<file path="config.mk">
export PLATFORM = sky130hd
export DESIGN_NAME = program_loader
export DESIGN_NICKNAME = d
export VERILOG_FILES = /design/src/rtl/program_loader.sv
export SDC_FILE = /design/constraint.sdc
export NUM_CORES = 1
export LEC_CHECK = 0
export CAP_MARGIN = 20
export CORE_MARGIN = 4
export CORE_UTILIZATION = 35
export CTS_BUF_LIST = sky130_fd_sc_hd__clkbuf_8
export DETAILED_ROUTE_END_ITERATION = 10
export SYNTH_ARGS = -nofsm -noshare
export SYNTH_HDL_FRONTEND = slang
export SYNTH_SLANG_ARGS = --single-unit
</file>
<file path="constraint.sdc">
create_clock -name clk -period 3.3 [get_ports clk]
set_input_delay 0.495 -clock clk [delete_from_list [all_inputs] [get_ports clk]]
set_output_delay 0.495 -clock clk [all_outputs]
set_load 0.005 [all_outputs]
</file>
<file path="src/rtl/program_loader.sv">
// Writes a byte-streamed program image (LE word count N, then N LE words)
// into instruction memory as 32-bit words at byte addresses 0, 4, 8, ...
module program_loader #(
    parameter int ADDR_WIDTH = 8,
    parameter int MAX_WORDS  = 2 ** (ADDR_WIDTH - 2)
) (
    input  logic                  clk,
    input  logic                  reset_n,
    input  logic                  start,
    input  logic [7:0]            in_data,
    input  logic                  in_valid,
    output logic                  in_ready,
    output logic                  wr_en,
    output logic [ADDR_WIDTH-1:0] wr_address,
    output logic [31:0]           wr_data,
    output logic                  busy,
    output logic                  done,
    output logic                  error
);

    localparam int          WCW   = ADDR_WIDTH - 2;
    localparam logic [31:0] MAX_N = 32'(MAX_WORDS);

    typedef enum logic [2:0] {
        IDLE  = 3'd0,
        LEN   = 3'd1,
        DATA  = 3'd2,
        DONE  = 3'd3,
        ERROR = 3'd4
    } state_t;

    state_t                state_q, state_d;
    logic [1:0]            byte_cnt_q, byte_cnt_d;
    logic [31:0]           len_q, len_d;
    logic [23:0]           word_q, word_d;
    logic [WCW-1:0]        word_cnt_q, word_cnt_d;
    logic                  wr_en_q, wr_en_d;
    logic [ADDR_WIDTH-1:0] wr_address_q, wr_address_d;
    logic [31:0]           wr_data_q, wr_data_d;
    logic                  busy_q, busy_d;
    logic                  done_q, done_d;
    logic                  error_q, error_d;

    logic        accept;
    logic [31:0] len_full;
    logic        last_word;

    assign in_ready  = (state_q == LEN) || (state_q == DATA);
    assign accept    = in_valid && in_ready;
    assign len_full  = {in_data, len_q[23:0]};
    // N is known to be 1..MAX_WORDS in DATA, so N-1 always fits the word counter
    assign last_word = (32'(word_cnt_q) == (len_q - 32'd1));

    always_comb begin
        state_d      = state_q;
        byte_cnt_d   = byte_cnt_q;
        len_d        = len_q;
        word_d       = word_q;
        word_cnt_d   = word_cnt_q;
        wr_en_d      = 1'b0;
        wr_address_d = wr_address_q;
        wr_data_d    = wr_data_q;
        done_d       = done_q;
        error_d      = error_q;

        case (state_q)
            LEN: begin
                if (accept) begin
                    byte_cnt_d = byte_cnt_q + 2'd1;
                    case (byte_cnt_q)
                        2'd0:    len_d[7:0]   = in_data;
                        2'd1:    len_d[15:8]  = in_data;
                        2'd2:    len_d[23:16] = in_data;
                        default: begin
                            len_d = len_full;
                            if (len_full == 32'd0) begin
                                state_d = DONE;
                                done_d  = 1'b1;
                            end else if (len_full > MAX_N) begin
                                state_d = ERROR;
                                error_d = 1'b1;
                            end else begin
                                state_d = DATA;
                            end
                        end
                    endcase
                end
            end
            DATA: begin
                if (accept) begin
                    byte_cnt_d = byte_cnt_q + 2'd1;
                    case (byte_cnt_q)
                        2'd0:    word_d[7:0]   = in_data;
                        2'd1:    word_d[15:8]  = in_data;
                        2'd2:    word_d[23:16] = in_data;
                        default: begin
                            wr_en_d      = 1'b1;
                            wr_data_d    = {in_data, word_q};
                            wr_address_d = {word_cnt_q, 2'b00};
                            word_cnt_d   = word_cnt_q + 1'b1;
                            if (last_word) begin
                                state_d = DONE;
                            end
                        end
                    endcase
                end
            end
            default: begin
                // done rises one cycle after the final write strobe
                if (state_q == DONE) begin
                    done_d = 1'b1;
                end
                if (start) begin
                    state_d    = LEN;
                    byte_cnt_d = 2'd0;
                    word_cnt_d = '0;
                    len_d      = 32'd0;
                    done_d     = 1'b0;
                    error_d    = 1'b0;
                end
            end
        endcase

        busy_d = (state_d == LEN) || (state_d == DATA);
    end

    always_ff @(posedge clk or negedge reset_n) begin
        if (!reset_n) begin
            state_q      <= IDLE;
            byte_cnt_q   <= 2'd0;
            len_q        <= 32'd0;
            word_q       <= 24'd0;
            word_cnt_q   <= '0;
            wr_en_q      <= 1'b0;
            wr_address_q <= '0;
            wr_data_q    <= 32'd0;
            busy_q       <= 1'b0;
            done_q       <= 1'b0;
            error_q      <= 1'b0;
        end else begin
            state_q      <= state_d;
            byte_cnt_q   <= byte_cnt_d;
            len_q        <= len_d;
            word_q       <= word_d;
            word_cnt_q   <= word_cnt_d;
            wr_en_q      <= wr_en_d;
            wr_address_q <= wr_address_d;
            wr_data_q    <= wr_data_d;
            busy_q       <= busy_d;
            done_q       <= done_d;
            error_q      <= error_d;
        end
    end

    assign wr_en      = wr_en_q;
    assign wr_address = wr_address_q;
    assign wr_data    = wr_data_q;
    assign busy       = busy_q;
    assign done       = done_q;
    assign error      = error_q;

endmodule

</file>
==> out/metrics.yaml <==
sta:
  max_freq_ghz: 0.335
  relSlewSlack_pct: 31.2
  setup_slack_ps: 314
  finalSetupViolCount: 0
  rsz0062_at_grt: "no"
  maxSlewViolCount: 0
  finalClockSkew_ps: 12.7
  period_needed_ps: 2990
  tightest_slew_ps: 1030
  period_share_pct: 90.5
  finalHoldViolCount: 0
  fin_setup_tns_ps: 0
drt:
  ant_nets: 0
  drt_iter0_drc: 257
  wl_um: 12400
  routedWlPerCell_um: 16.4
  route.detailed.drc: 0
  via_per_inst: 5.06
  vias: 3809
  firstDrtPassIters: 7
power_and_ir_drop:
  p_per_area_nw_per_um2: 669
  pwr-share-clk_pct: 20.8
  peakVddDrop_uv: 333
  p_comb_share_pct: 32.7
  leakage_nw: 2.80
  switching_share_pct: 40.1
  power.internal_mw: 2.37
  seq_power_share_pct: 46.5
  p_switching_mw: 1.59
synthesis:
  synth-simple-area-share_pct: 22.2
  synth_seq_cells: 109
  yosysWarnings: 0
  syn_inst: 515
  synthTopCellsByCount: "nand2_1 (174), dfrtp_1 (109), o21ai_0 (42)"
  synthMuxAreaShare_pct: 5.84
  syn_avg_cell_area_um2: 9.65
  synth_fa_ha_area_share_pct: 1.51
  synth.distinct_cells: 55
  synth_area_leaders: "dfrtp_1 (55%), nand2_1 (13%), mux2_2 (5.4%)"
  ys_seq_area_share_pct: 54.9
  synth_compound_area_share_pct: 9.01
  synth_top_cell_by_area: "dfrtp_1"
  synth_xor_xnor_area_share_pct: 3.63
  netlist_area_um2: 4970
  async_flop_share_pct: 100
  synth_edf_count: 0
  yosysTopAreaCellShare_pct: 54.9
  synth_top_family_by_area: "simple AND/OR/NAND/NOR gates"
  synth_most_common_cell: "nand2_1"
  synthFlopType: "dfrtp_1"
clock_tree:
  cts.sinks: 109
  ctsHoldBuffers: 0
  cts_tree: "built"
  cts_buffer_depth: 2
  cts_resized: 0
  htreeDepth: 3
  post-cts-setup-buffers: 0
  clkTransAtPathRegs_ps: 110
  insertion_delay_ps: 390
  cts-root-buf: "clkbuf_8"
  cts_buffers: 9
die:
  core_area_um2: 13900
  rows: 43
  die-area_um2: 16200
  die_h_um: 127
  initial_core_util_pct: 35.8
  dieWidth_um: 127
  pin_count: 57
flow_run:
  cap_violations: 0
worst_setup_path:
  crit_chain: "nor4_4 > nand4_1 > a2111oi_0 > nand4_1 > or4_1 > o31a_1 > a21o_1"
  cp_common_cell: "nand4_1"
  crit_fanout: 8
  r2r_start: "len_q[3]"
  start_kind: "flip-flop"
  worstPathArrival_ps: 3270
  reg2regPathDepth: 7
  crit_slowest_cell: "a2111oi_0"
  cp.required_ps: 3590
  crit_path_max_incr_delay_ps: 540
  cp-end-kind: "flip-flop"
  cp-startpoint: "len_q[3]"
  critical_path_class: "flip-flop to flip-flop"
cells_and_area:
  layout.nets: 586
  diodes: 0
  area_delta_synth_final_pct: 19.2
  drive_gt1_share_pct: 10.8
  final_cells: 753
global_route:
  grtUsageTotal_pct: 15.9
  gr-usage-met1_pct: 21.4
  grt_pass1_wl_um: 20400
  grtUsageMet3_pct: 3.68
  antenna_found_initial: 0
  busiest_layer: "met2"
  grt_use_met2_pct: 25.8
  gr-total-overflow: 0
  grt_pass1_vias: 3805
  grt_max_degree: 64
placed_design:
  post-place-cells: 736
  routabilityCongestion: 0.915
  io_buffers: 54
  place.detailed.hpwl_um: 8900
  place_ws_ps: 217
worst_hold_path:
  min_path_type: "input port to async pin"
run_status:
  status: "finished clean"
power by group through the flow:
stage                     Clock [mW]  Sequential [mW]  Combinational (mW)
after CTS                      0.847             1.83                1.28
after floorplan                    0             1.73               0.968
final                          0.825             1.84                1.30
after global placement             0             1.84                1.26
after detailed placement           0             1.85                1.28
after global routing           0.907             1.88                1.45
through the flow:
step	total power, mW	hold slack, ps	utilization (%)	cell area [um^2]
after floorplan	2.70	199	-	4970
after global placement	3.11	452	41.2	5720
after detailed placement	3.13	451	41.2	5720
after CTS	3.96	134	42.6	5920
after global routing	4.23	143	42.7	5930
final	3.96	107	42.7	5930
final timing paths:
| check | slack [ps] | endpoint |
|---|---|---|
| max | 310 | busy |
| min | 110 | byte_cnt_q[0] |
| max reg2reg | 310 | busy |
| min reg2reg | 470 | wr_data[17] |
| max in group asynchronous | 2450 | wr_address[5] |
| min in group clk | 470 | wr_data[17] |
state kept, by name (all words and copies together), names as in the netlist:
signal and flops:
word_cnt_q 6, wr_data 32, wr_en 1, wr_address 6, byte_cnt_q 2, busy 1, word_q 24, done 1
state_q 3, error 1, len_q 32
per-layer routing:
metal  share of wire, %  wire length (um)
met2                 48              5960
met4                1.6               193
met5                  0                 0
met1                 45              5540
met3                5.3               656
cells by family after synthesis:
family,Yosys count
buffers and inverters,34
XOR/XNOR,19
other,1
AO/OA/AOI/OAI,74
multiplexers,26
adder cells (fa/ha/maj),6
AND/OR/NAND/NOR,246
flip-flops,109
layout make-up:
cell class / count / area [um^2]
sequential: 109 / 2730
clock inverter: 7 / 76.3
clock buffer: 9 / 124
tap: 180 / 225
timing repair buffer: 64 / 626
inverter: 11 / 41.3
multi-input combinational: 373 / 2110
fill: 1419 / 7960
critical path: cells and delay by family, from the launching register on:
family | cells | cell delay, ps
AOI/OAI and AO/OA | 3 | 990
and+or+nand+nor | 4 | 1390
DFF | 1 | 510
placed cells by master (no fill, tap or decap), types with 2 or more instances in the layout:
cell type        count
a21oi_1              6
a31o_2               2
buf_4               10
clkbuf_8             9
clkdlybuf4s50_1     53
conb_1               2
dfrtp_1            109
ha_1                 6
inv_1               10
inv_6                2
inv_8                3
mux2_2              24
mux2i_1              2
nand2_1            174
nand2b_1             4
nand3_1              3
nand4_1             10
nand4b_1             2
nor2_1              16
nor2b_1              3
nor3_1               8
nor3b_1              2
nor4_1              10
o21a_1               4
o21ai_0             42
o21ai_1              4
or3_2                2
or4_1                3
or4_4                2
xnor2_1             10
xor2_1               8
(Power assumes the default switching activity.)
